$ cat src/rtl/instr_encoder_loader_pkg.sv
// Shared opcode, instruction-type and FSM encodings for the loader and main_decoder.
package instr_encoder_loader_pkg;

    localparam logic [6:0] OP_LOAD   = 7'b0000011;
    localparam logic [6:0] OP_STORE  = 7'b0100011;
    localparam logic [6:0] OP_RTYPE  = 7'b0110011;
    localparam logic [6:0] OP_BRANCH = 7'b1100011;

    typedef enum logic [1:0] {
        T_LOAD   = 2'b00,
        T_STORE  = 2'b01,
        T_RTYPE  = 2'b10,
        T_BRANCH = 2'b11
    } itype_e;

    typedef enum logic [1:0] {
        S_IDLE = 2'b00,
        S_RUN  = 2'b01,
        S_DONE = 2'b10
    } state_e;

    typedef struct packed {
        itype_e      ty;
        logic [4:0]  rd;
        logic [4:0]  rs1;
        logic [4:0]  rs2;
        logic [2:0]  f3;
        logic        sub;
        logic [12:0] imm;
    } fields_t;

    // Misaligned branch target, or a load/R-type whose result would go to x0.
    function automatic logic illegal(input fields_t f);
        return (f.ty == T_BRANCH && f.imm[0]) ||
               ((f.ty == T_LOAD || f.ty == T_RTYPE) && f.rd == 5'd0);
    endfunction

endpackage

$ cat src/rtl/instr_encoder_loader_pack.sv
// instr_pack: packs instruction type and fields into a 32-bit RV32I word (purely combinational).
module instr_pack
    import instr_encoder_loader_pkg::*;
(
    input  fields_t     f_i,
    output logic [31:0] word_o
);

    always_comb begin
        word_o = '0;
        case (f_i.ty)
            T_LOAD:   word_o = {f_i.imm[11:0], f_i.rs1, f_i.f3, f_i.rd, OP_LOAD};
            T_STORE:  word_o = {f_i.imm[11:5], f_i.rs2, f_i.rs1, f_i.f3, f_i.imm[4:0], OP_STORE};
            T_RTYPE:  word_o = {1'b0, f_i.sub, 5'b00000, f_i.rs2, f_i.rs1, f_i.f3, f_i.rd, OP_RTYPE};
            T_BRANCH: word_o = {f_i.imm[12], f_i.imm[10:5], f_i.rs2, f_i.rs1, f_i.f3,
                                f_i.imm[4:1], f_i.imm[11], OP_BRANCH};
            default:  word_o = '0;
        endcase
    end

endmodule

$ cat src/rtl/instr_encoder_loader.sv
// Streams instruction-field beats into instruction memory, one encoded word per beat.
// Define ENC_CHECK_EN to drop illegal beats and flag them on err.
module instr_encoder_loader
    import instr_encoder_loader_pkg::*;
#(
    parameter int ADDR_W    = 8,
    parameter int BASE_ADDR = 0
) (
    input  logic              clk,
    input  logic              rst,
    input  logic              start,
    input  logic              in_valid,
    output logic              in_ready,
    input  logic [1:0]        in_type,
    input  logic [4:0]        in_rd,
    input  logic [4:0]        in_rs1,
    input  logic [4:0]        in_rs2,
    input  logic [2:0]        in_funct3,
    input  logic              in_sub,
    input  logic [12:0]       in_imm,
    input  logic              in_last,
    output logic              imem_we,
    output logic [ADDR_W-1:0] imem_addr,
    output logic [31:0]       imem_wdata,
    output logic              done,
    output logic              overflow,
    output logic              err,
    output logic [ADDR_W:0]   word_count
);

    localparam logic [ADDR_W:0] BASE_P = (ADDR_W + 1)'(BASE_ADDR);
    localparam logic [ADDR_W:0] ONE_P  = (ADDR_W + 1)'(1);

    state_e            state_q, state_d;
    // Next write address; the extra MSB marks the memory as exhausted.
    logic [ADDR_W:0]   ptr_q;
    logic [ADDR_W:0]   count_q;
    logic [ADDR_W-1:0] addr_q;
    logic [31:0]       wdata_q;
    logic              we_q, ovf_q;
    fields_t           fields;
    logic [31:0]       word;
    logic              accept, bad, wr, hit_cap, fin;

    assign fields = '{ty: itype_e'(in_type), rd: in_rd, rs1: in_rs1, rs2: in_rs2,
                      f3: in_funct3, sub: in_sub, imm: in_imm};

    instr_pack u_pack (
        .f_i    (fields),
        .word_o (word)
    );

`ifdef ENC_CHECK_EN
    logic err_q;
    assign bad = illegal(fields);
    assign err = err_q;
`else
    assign bad = 1'b0;
    assign err = 1'b0;
`endif

    assign accept  = in_valid && in_ready;
    assign wr      = accept && !bad;
    assign hit_cap = wr && (&ptr_q[ADDR_W-1:0]) && !in_last;
    assign fin     = accept && (in_last || hit_cap);

    always_ff @(posedge clk) begin
        if (rst) state_q <= S_IDLE;
        else     state_q <= state_d;
    end

    always_comb begin
        state_d = state_q;
        case (state_q)
            S_IDLE:  if (start) state_d = S_RUN;
            S_RUN:   if (fin)   state_d = S_DONE;
            S_DONE:  state_d = S_IDLE;
            default: state_d = S_IDLE;
        endcase
    end

    always_comb begin
        in_ready = (state_q == S_RUN) && !ptr_q[ADDR_W];
        done     = (state_q == S_DONE);
    end

    always_ff @(posedge clk) begin
        if (rst) begin
            ptr_q   <= BASE_P;
            count_q <= '0;
            addr_q  <= BASE_P[ADDR_W-1:0];
            wdata_q <= '0;
            we_q    <= 1'b0;
            ovf_q   <= 1'b0;
        end else begin
            we_q <= wr;
            if (state_q == S_IDLE && start) begin
                ptr_q   <= BASE_P;
                count_q <= '0;
                addr_q  <= BASE_P[ADDR_W-1:0];
                ovf_q   <= 1'b0;
            end
            if (wr) begin
                addr_q  <= ptr_q[ADDR_W-1:0];
                wdata_q <= word;
                ptr_q   <= ptr_q + ONE_P;
                count_q <= count_q + ONE_P;
            end
            if (hit_cap) ovf_q <= 1'b1;
        end
    end

`ifdef ENC_CHECK_EN
    always_ff @(posedge clk) begin
        if (rst)                            err_q <= 1'b0;
        else if (state_q == S_IDLE && start) err_q <= 1'b0;
        else if (accept && bad)             err_q <= 1'b1;
    end
`endif

    // Reset kills a write already registered for this cycle.
    assign imem_we    = we_q && !rst;
    assign imem_addr  = addr_q;
    assign imem_wdata = wdata_q;
    assign overflow   = ovf_q;
    assign word_count = count_q;

endmodule
$ cat config.mk
export PLATFORM = sky130hd
export DESIGN_NAME = instr_encoder_loader
export DESIGN_NICKNAME = d
export VERILOG_FILES = /design/src/rtl/instr_encoder_loader_pkg.sv /design/src/rtl/instr_encoder_loader_pack.sv /design/src/rtl/instr_encoder_loader.sv
export SDC_FILE = /design/constraint.sdc
export NUM_CORES = 1
export LEC_CHECK = 0
export CAP_MARGIN = 20
export CORE_UTILIZATION = 25
export DETAILED_ROUTE_END_ITERATION = 10
export GPL_TIMING_DRIVEN = 0
export PLACE_DENSITY = 0.55
export SYNTH_ARGS = -nofsm -noshare
export SYNTH_HDL_FRONTEND = slang
export SYNTH_SLANG_ARGS = --single-unit
export TNS_END_PERCENT = 1
$ cat constraint.sdc
create_clock -name clk -period 2 [get_ports clk]
set_input_delay 0.4 -clock clk [delete_from_list [all_inputs] [get_ports clk]]
set_output_delay 0.4 -clock clk [all_outputs]
set_load 0.02 [all_outputs]
==> impl_metrics.ini <==
[run_status]
outcome = finished clean

[run]
max-cap-violations = 0

[setup_path]
cp.required_ns = 1.60
reg2regPathDepth = 6
crit_type = register to output pin
crit_fanout = 7
start_kind = register
worstPathCellList = nor2b_1, clkdlybuf4s50_1
cp_top_family = buffers and inverters
cp_slowest_cell = clkdlybuf4s50_1
worstPathArrival_ns = 1.49
cp.depth = 2
end_kind = output pin
slowest_delay_ns = 0.61
crit_buf_inv = 1

[place]
dpl.hpwl_mm = 5.311
dp.cells = 525
gp_congestion = 0.7742
dpl_cell_area_sq_um = 3595
pre_cts_ws_ns = -0.4457
place.port_buffers = 88

[synth]
syn_area_sq_um = 2540
synth-simple-area-share = 0.2552
avgSynthCellArea_sq_um = 8.410
async_flop_share = 0
synthAdderAreaFrac = 0.009852
synthMuxAreaShare = 0.04975
synthCells = 302
synth-xor-area-share = 0
ys_warn_count = 0
synth_edf_count = 0
synth_top_family_by_area = simple AND/OR/NAND/NOR gates
yosysSeqAreaShare = 0.4650
synth-compound-area-share = 0.1601
yosys_register_bits = 59
synthDistinctLibCells = 40
ys.flop_type = dfxtp_1

[grt]
grt.overflow.total = 0
grt_pass1_wl_mm = 11.81
grt_antenna_before_repair = 0
grt_max_degree = 11
first_global_vias = 2324
grt.total_usage = 0.1479

[timing]
setup_viol = 0
rsz0062_at_grt = true
min_period_ns = 1.886
worst_slew_pin_slew_ns = 0.9600
setup_ws_ns = 0.1140
hold_violations = 0
min_period_over_period = 0.9430
fin_skew_ns = 0.007569
slew-limit-headroom = 0.3586
timing.fmax_mhz = 530.2
slew_viol_final = 0
hold-worst-slack_ns = 0.4571
fin_setup_tns_ns = 0

[finish]
drive_above_1_share = 0.1057
syn_to_final_growth_pct = 49.51
final_area_sq_um = 3797
multi_input_area_sq_um = 1217
stdcell_count = 540
antenna_cells = 0
layout.nets = 444
final-seq-area_sq_um = 1181
nFillCells = 1066
utilization = 0.3867

[pwr]
vdd_drop_max_uv = 310.3
power.leakage_nw = 1.315
p_int_mw = 2.047
swShare = 0.2641
clkPwrFrac = 0.383
power_switching_mw = 0.7345
power_mw = 2.781
pwr-share-seq = 0.449
power_density_nw_per_um2 = 732.4
p_comb_frac = 0.168

[cts]
cts_hold_buf = 0
root_buffer = clkbuf_8
h-tree-depth = 3
cts_tree = yes
clk_pin_slew_worst_paths_ns = 0.06
cts.path.max_buffers = 2
clock-sinks = 59
clkLatencyLatePin_ns = 0.33
cts_buffers = 9
post-cts-setup-buffers = 0

[route]
drt_first_pass_iters = 4
initialDrtViolationCount = 87
finalWirelength_mm = 7.424
vias = 2516
drc_errors = 0
routed_via_density = 4.659
ant_nets = 0
routedWlPerCell_microns = 13.75

[floorplan]
ios = 93
start_util = 0.2587
fp.dieW_microns = 102.8
die_h_microns = 102.8
core-area_sq_um = 9819
std_cell_rows = 36
die_area_sq_um = 10570

[min_path]
min_path_cells = 2
hp-class = register to register
[Yosys cell counts (6+ instances only)]
| library cell | n | area (sq um) |
|---|---|---|
| a311oi_1 | 11 | 96.34 |
| nand2b_1 | 8 | 50.05 |
| mux2i_1 | 7 | 70.07 |
| a211oi_1 | 7 | 52.55 |
| buf_2 | 11 | 55.05 |
| nand2_1 | 49 | 183.9 |
| o21ai_0 | 6 | 30.03 |
| dfxtp_1 | 59 | 1181 |
| nand3_1 | 23 | 115.1 |
| nor2_1 | 23 | 86.33 |
| a21oi_1 | 32 | 160.2 |
| clkbuf_1 | 11 | 41.29 |
[worst register-to-register path, cell delays in order (launching register included)]
cell and delay (ns):
dfxtp_1 0.42, nor4bb_1 0.30, clkbuf_4 0.27, buf_4 0.18, buf_2 0.27, nand2_1 0.08
a21oi_1 0.12
[metal layers]
metal	global-route usage	part of all wire
met1	0.1899	0.47
met2	0.2308	0.45
met3	0.04203	0.061
met4	0.06609	0.017
met5	0	0
[final cells by class]
cell class	count	area share
clock buffers	14	0.05074
multi-input cells	214	0.3206
plain buffers	29	0.03921
clock inverters	1	0.001318
inverters	2	0.001977
flip-flops and latches	59	0.3110
well taps	133	0.04382
repair buffers	88	0.2313
[worst paths after layout]
path,start,endpoint,slack (ns)
worst min register to register,imem_wdata[13],imem_wdata[13],0.46
worst min-delay path,imem_wdata[13],imem_wdata[13],0.46
worst max-delay path,state_q[1],done,0.11
worst max register to register,state_q[0],imem_wdata[19],0.28
[power groups by stage]
stage	Clock [mW]	Sequential (mW)	Combinational [mW]
detailed placement	0	1.27	0.468
global route	1.15	1.25	0.506
floorplan	0	1.32	0.194
global placement	0	1.27	0.465
CTS	1.09	1.25	0.471
finish	1.07	1.25	0.466
[cells by family (layout without fill, tap and decap cells)]
logic type,Yosys count,in the layout
mux,12,12
simple gates,133,133
compound gates,64,64
buf+inv,31,134
other cells,1,3
flops,59,59
fa+ha+maj,2,2
[cells in the final DEF, fill, tap and decap left out, types with 3 or more instances in the layout]
master,count
or4_1,3
nand2b_1,8
buf_2,10
nand2_1,49
o21ai_0,6
a311oi_1,11
a211oi_1,7
a21oi_1,32
mux2_2,5
clkbuf_1,10
nand3_1,23
nor3_1,5
conb_1,3
mux2i_1,7
clkdlybuf4s50_1,86
dfxtp_1,59
buf_4,5
nor2_1,23
nor2b_1,3
clkbuf_8,14
nor4_1,3
nor3b_1,5
[what timing repair did]
action                                 in CTS  in global routing
setup endpoints to repair                   1                 10
resized for setup                           3                  5
endpoints found under the hold margin       0                  0
[flip-flops by register name (all words and copies together), names as in the netlist]
name / count
imem_addr: 8
imem_wdata: 29
overflow: 1
ptr_q: 9
state_q: 2
we_q: 1
word_count: 9
Note: power is estimated with default switching activity, not from simulation.
==> patch 1 (same settings) <==
The option `ENC_CHECK_EN` is turned on by a define.
--- a/src/rtl/instr_encoder_loader.sv
+++ b/src/rtl/instr_encoder_loader.sv
@@ -2,2 +2,4 @@
 // Define ENC_CHECK_EN to drop illegal beats and flag them on err.
+`define ENC_CHECK_EN
+
 module instr_encoder_loader
Check against the original RTL: not equivalent (a bounded check fails within 4 cycles, from zero or initial values and one cycle with rst high).
==> patch 1 against the original RTL <==
Sequential cell count up 1; critical path type is now primary input to flop; sequential share of layout area down 0.73 points; setup slack lost 0.11 ns; maximum frequency down 5.6%; final area up 4.2%; synthesized cell count up 3.6%; die area grew 3.9%; count of clock-buffer cells in the layout unchanged; power grew 0.86%; routed wire length grew 10%; area after synthesis is 4.0% higher; non-clock buffer count is 2 higher; via count is 5.2% higher.
==> patch 1: results (changes against the original RTL) <==
Outcome
Result of the run: finished, final reports clean (unchanged).

Setup path
The end of the worst register-to-register path is state_q[1]$_SDFFE_PP0P_ (was imem_wdata[19]$_SDFFE_PP0P_). The worst-path cell with the longest stage delay is sky130_fd_sc_hd__or4_4 (was sky130_fd_sc_hd__clkdlybuf4s50_1). The worst reg2reg path startpoint is ptr_q[0]$_SDFFE_PP0P_ (was state_q[0]$_SDFFE_PP0P_). The start point of the critical path is in_rd[1] (was state_q[1]$_SDFFE_PP0P_). The critical path capture point is imem_addr[0]$_SDFFE_PP0P_ (was done).

Route
The routed length on met2 is 3.91 mm (was 3.35 mm). The DRC violation total after the first TritonRoute iteration is 96 (was 87). The routed metal-1 wirelength came to 3.69 mm (was 3.50 mm). The number of vias per cell after detailed routing is 4.76 (was 4.66). The routed wire length on met3 is 434 µm (was 450 µm).

Global routing
The global-route wire length before repair is 13.1 mm (was 11.8 mm). The fraction of met1 tracks used by global routing was 19.0% (about the same). The fraction of met2 tracks used by global routing is 25.2% (was 23.1%).

Power and ir drop
The maximum VDD drop is 346 µV (was 310 µV).

Layout
The fill cell instance count of the final layout is 1080 (was 1066). The number of nets in the final layout is 457 (was 444).

Min path
The type of the most critical hold path is primary input to flop (was flop to flop). The sink of the worst hold path is imem_wdata[8]$_SDFFE_PP0P_ (was imem_wdata[13]$_SDFFE_PP0P_).

Placed design
The setup slack after placement is -0.447 ns (was -0.446 ns). The half-perimeter wire length after placement came to 5.90 mm (was 5.31 mm). The final weighted congestion in routability-driven placement came to 0.737 (was 0.774). The placed cell area is 3700 µm² (was 3590 µm²).

Yosys
The distinct cell type count of the synthesized netlist was 45 (was 40).

Clock tree
The latest clock arrival within the worst-skew pair is 0.35 ns (was 0.33 ns).

Timing
The worst-case headroom to the max-slew limit is 50.8% (was 35.9%). The worst setup slack after layout is 0.00251 ns (was 0.114 ns). The worst hold slack is 0.442 ns (was 0.457 ns).
## patch 1: area by class of cell
type | count | area [µm²] | share of cell area [%]
timing repair buffer | 91 | 902 | 22.8
sequential | 60 | 1200 | 30.4
tap | 136 | 170 | 4.30
buffer | 28 | 180 | 4.56
clock inverter | 1 | 30.0 | 0.759
clock buffer | 14 | 173 | 4.37
multi-input combinational | 226 | 1300 | 32.8
## patch 1: cells by family after synthesis
family	Yosys count
flops	60
buf+inv	28
mux	7
compound gates	71
other cells	1
fa+ha+maj	2
simple gates	144
## patch 1: what timing repair did
action	in CTS	in global routing
endpoints found under the hold margin	0	0
setup buffers	1	2
gates resized for setup	4	12
pin swaps	2	1
cloned	0	0
setup endpoints to repair	28	39
## patch 1: power by group through the flow
stage	registers (µW)	logic, µW	clock network, µW
finish	1250	409	1140
floorplan	1310	166	0
detailed placement	1280	399	0
CTS	1250	403	1170
global placement	1280	395	0
global route	1260	440	1230
==> patch 2 (config.mk and constraints unchanged) <==
Made on the original files. Re-encode `state_e` (3 states) as one-hot, 3 bits wide.
--- a/src/rtl/instr_encoder_loader_pkg.sv
+++ b/src/rtl/instr_encoder_loader_pkg.sv
@@ -15,6 +15,6 @@
 
-    typedef enum logic [1:0] {
-        S_IDLE = 2'b00,
-        S_RUN  = 2'b01,
-        S_DONE = 2'b10
+    typedef enum logic [2:0] {
+        S_IDLE = 3'b001,
+        S_RUN  = 3'b010,
+        S_DONE = 3'b100
     } state_e;
Function: same outputs for any inputs over 10 cycles, from zero or initial values and one cycle with rst high; not proved beyond that.
==> patch 2 against the original RTL <==
The flow now finishes with violations (DRC, setup timing); final area up 10%; die area grew 9.3%; power grew 0.96%; area after synthesis is 9.5% higher; routed wire length is 26% higher; setup slack got worse by 0.13 ns; sequential cell count rose by 1; critical path depth rose by 3; largest cell class unchanged; largest power group is now the clock network.
==> patch 2: results (changes against the original RTL) <==
Power and ir drop
The internal power of the cells is 2150 µW (was 2050 µW). The maximum VDD drop is 409 µV (was 310 µV). The leakage power summed over all cells is 0.00140 µW (was 0.00132 µW).

Yosys
Synth top area cells: sky130_fd_sc_hd__dfxtp_1 (43%), sky130_fd_sc_hd__a21oi_1 (7.4%), sky130_fd_sc_hd__nand3_1 (4.7%), sky130_fd_sc_hd__o21ai_0 (4.0%), sky130_fd_sc_hd__o211ai_1 (3.5%) (was sky130_fd_sc_hd__dfxtp_1 (47%), sky130_fd_sc_hd__nand2_1 (7.2%), sky130_fd_sc_hd__a21oi_1 (6.3%), sky130_fd_sc_hd__nand3_1 (4.5%), sky130_fd_sc_hd__a311oi_1 (3.8%)). Commonest cells in the netlist: sky130_fd_sc_hd__dfxtp_1 (60), sky130_fd_sc_hd__a21oi_1 (41), sky130_fd_sc_hd__nand3_1 (26) (was sky130_fd_sc_hd__dfxtp_1 (59), sky130_fd_sc_hd__nand2_1 (49), sky130_fd_sc_hd__a21oi_1 (32)). The distinct cell type count of the synthesized netlist came to 46 (was 40).

Route
The routed length per instance is 16.4 µm (was 13.7 µm). The DRC violation total after the first TritonRoute iteration was 154 (was 87). The DRC violation count after routing came to 1 (was 0).

Outcome
Result of the run: finished with violations (was finished, final reports clean). The checks that failed: DRC, setup timing.

Placed design
The setup slack after placement is -0.368 ns (was -0.446 ns). The half-perimeter wire length after placement is 6.61 mm (was 5.31 mm). The final weighted congestion in routability-driven placement is 0.796 (was 0.774).

Timing
The worst setup slack after layout is -0.0201 ns (was 0.114 ns). The worst-case headroom to the max-slew limit is 61.4% (was 35.9%). The final setup violation count came to 1 (was 0). The aggregate negative setup slack was -0.0201 ns (was 0 ns). The worst clock skew on the final layout is 0.00573 ns (was 0.00757 ns).

Min path
The sink of the worst hold path is ptr_q[8]$_SDFFE_PP0P_ (was imem_wdata[13]$_SDFFE_PP0P_). The startpoint of the lowest-slack hold path is ptr_q[8]$_SDFFE_PP0P_ (was imem_wdata[13]$_SDFFE_PP0P_).

Setup path
The end of the worst register-to-register path was word_count[5]$_SDFFE_PP0P_ (was imem_wdata[19]$_SDFFE_PP0P_). The endpoint arrival time on the critical path came to 1.62 ns (was 1.49 ns). The largest fanout on the critical path came to 4 (was 7).

Layout
The number of nets in the final layout is 466 (was 444).

Global routing
The global-route wire length before repair is 14.9 mm (was 11.8 mm).
-- patch 2: kinds of logic (layout without fill, tap and decap cells) --
logic type	count (synthesis)	in the layout	share of synthesized area, %
mux	13	13	4.99
compound gates	103	103	22.6
simple gates	98	98	20.5
other cells	1	3	0.135
buf+inv	43	151	7.65
flops	60	60	43.2
fa+ha+maj	2	2	0.900
-- patch 2: per-stage QoR --
step	total power (µW)	instances	instance area [µm²]	hold slack (ns)
after floorplan	1390	322	2790	0.429
after global placement	1530	550	3840	0.456
after detailed placement	1530	550	3840	0.459
final	2810	570	4190	0.462
after global routing	2930	570	4190	0.501
after CTS	2830	570	4140	0.467
-- patch 2: repair_timing --
action | 4_1_cts | 5_1_grt
hold endpoints to repair | 0 | 0
pin swaps | 1 | 2
setup buffers | 4 | 0
resized for setup | 18 | 22
setup endpoints to repair | 6 | 43
-- patch 2: worst max-delay path by stage --
stage,slack (ns),endpoint,start
5_1_grt,-0.07,in_ready,state_q[0]$_SDFFE_PP1P_
2_1_floorplan,0.20,ptr_q[7]$_SDFFE_PP0P_,state_q[0]$_SDFFE_PP1P_
6_report,-0.02,in_ready,ptr_q[8]$_SDFFE_PP0P_
3_3_place_gp,-0.37,in_ready,state_q[0]$_SDFFE_PP1P_
3_5_place_dp,-0.37,in_ready,state_q[0]$_SDFFE_PP1P_
4_1_cts,-0.04,in_ready,state_q[0]$_SDFFE_PP1P_
-- patch 2: cell type report --
class	instances	area (µm²)	share of cell area, %
inverter	5	18.8	0.448
multi-input combinational	219	1420	33.9
timing repair buffer	92	910	21.7
clock inverter	3	67.6	1.61
clock buffer	13	169	4.03
sequential	60	1200	28.8
tap	140	175	4.18
buffer	38	221	5.29
-- patch 2: power groups by stage --
stage	sequential, µW	clock [µW]	combinational, µW
6_report	1220	1290	303
5_1_grt	1220	1380	329
4_1_cts	1220	1310	299
3_5_place_dp	1240	0	291
3_3_place_gp	1240	0	288
2_1_floorplan	1250	0	135
-- patch 2: metal layers --
layer | vias up | wire (µm) | track usage, %
met4 | 0 | 82 | 5.48
met1 | 1410 | 4160 | 21.8
li1 | 1403 | - | -
met3 | 13 | 604 | 4.12
met5 | - | 0 | 0
met2 | 108 | 4500 | 27.2
-- patch 2: critical path, stage by stage (launching register included) --
cell                      delay [ns]
sky130_fd_sc_hd__dfxtp_2        0.32
sky130_fd_sc_hd__or4b_4         0.52
sky130_fd_sc_hd__buf_6          0.14
sky130_fd_sc_hd__inv_2          0.07
sky130_fd_sc_hd__buf_6          0.11
sky130_fd_sc_hd__buf_6          0.11
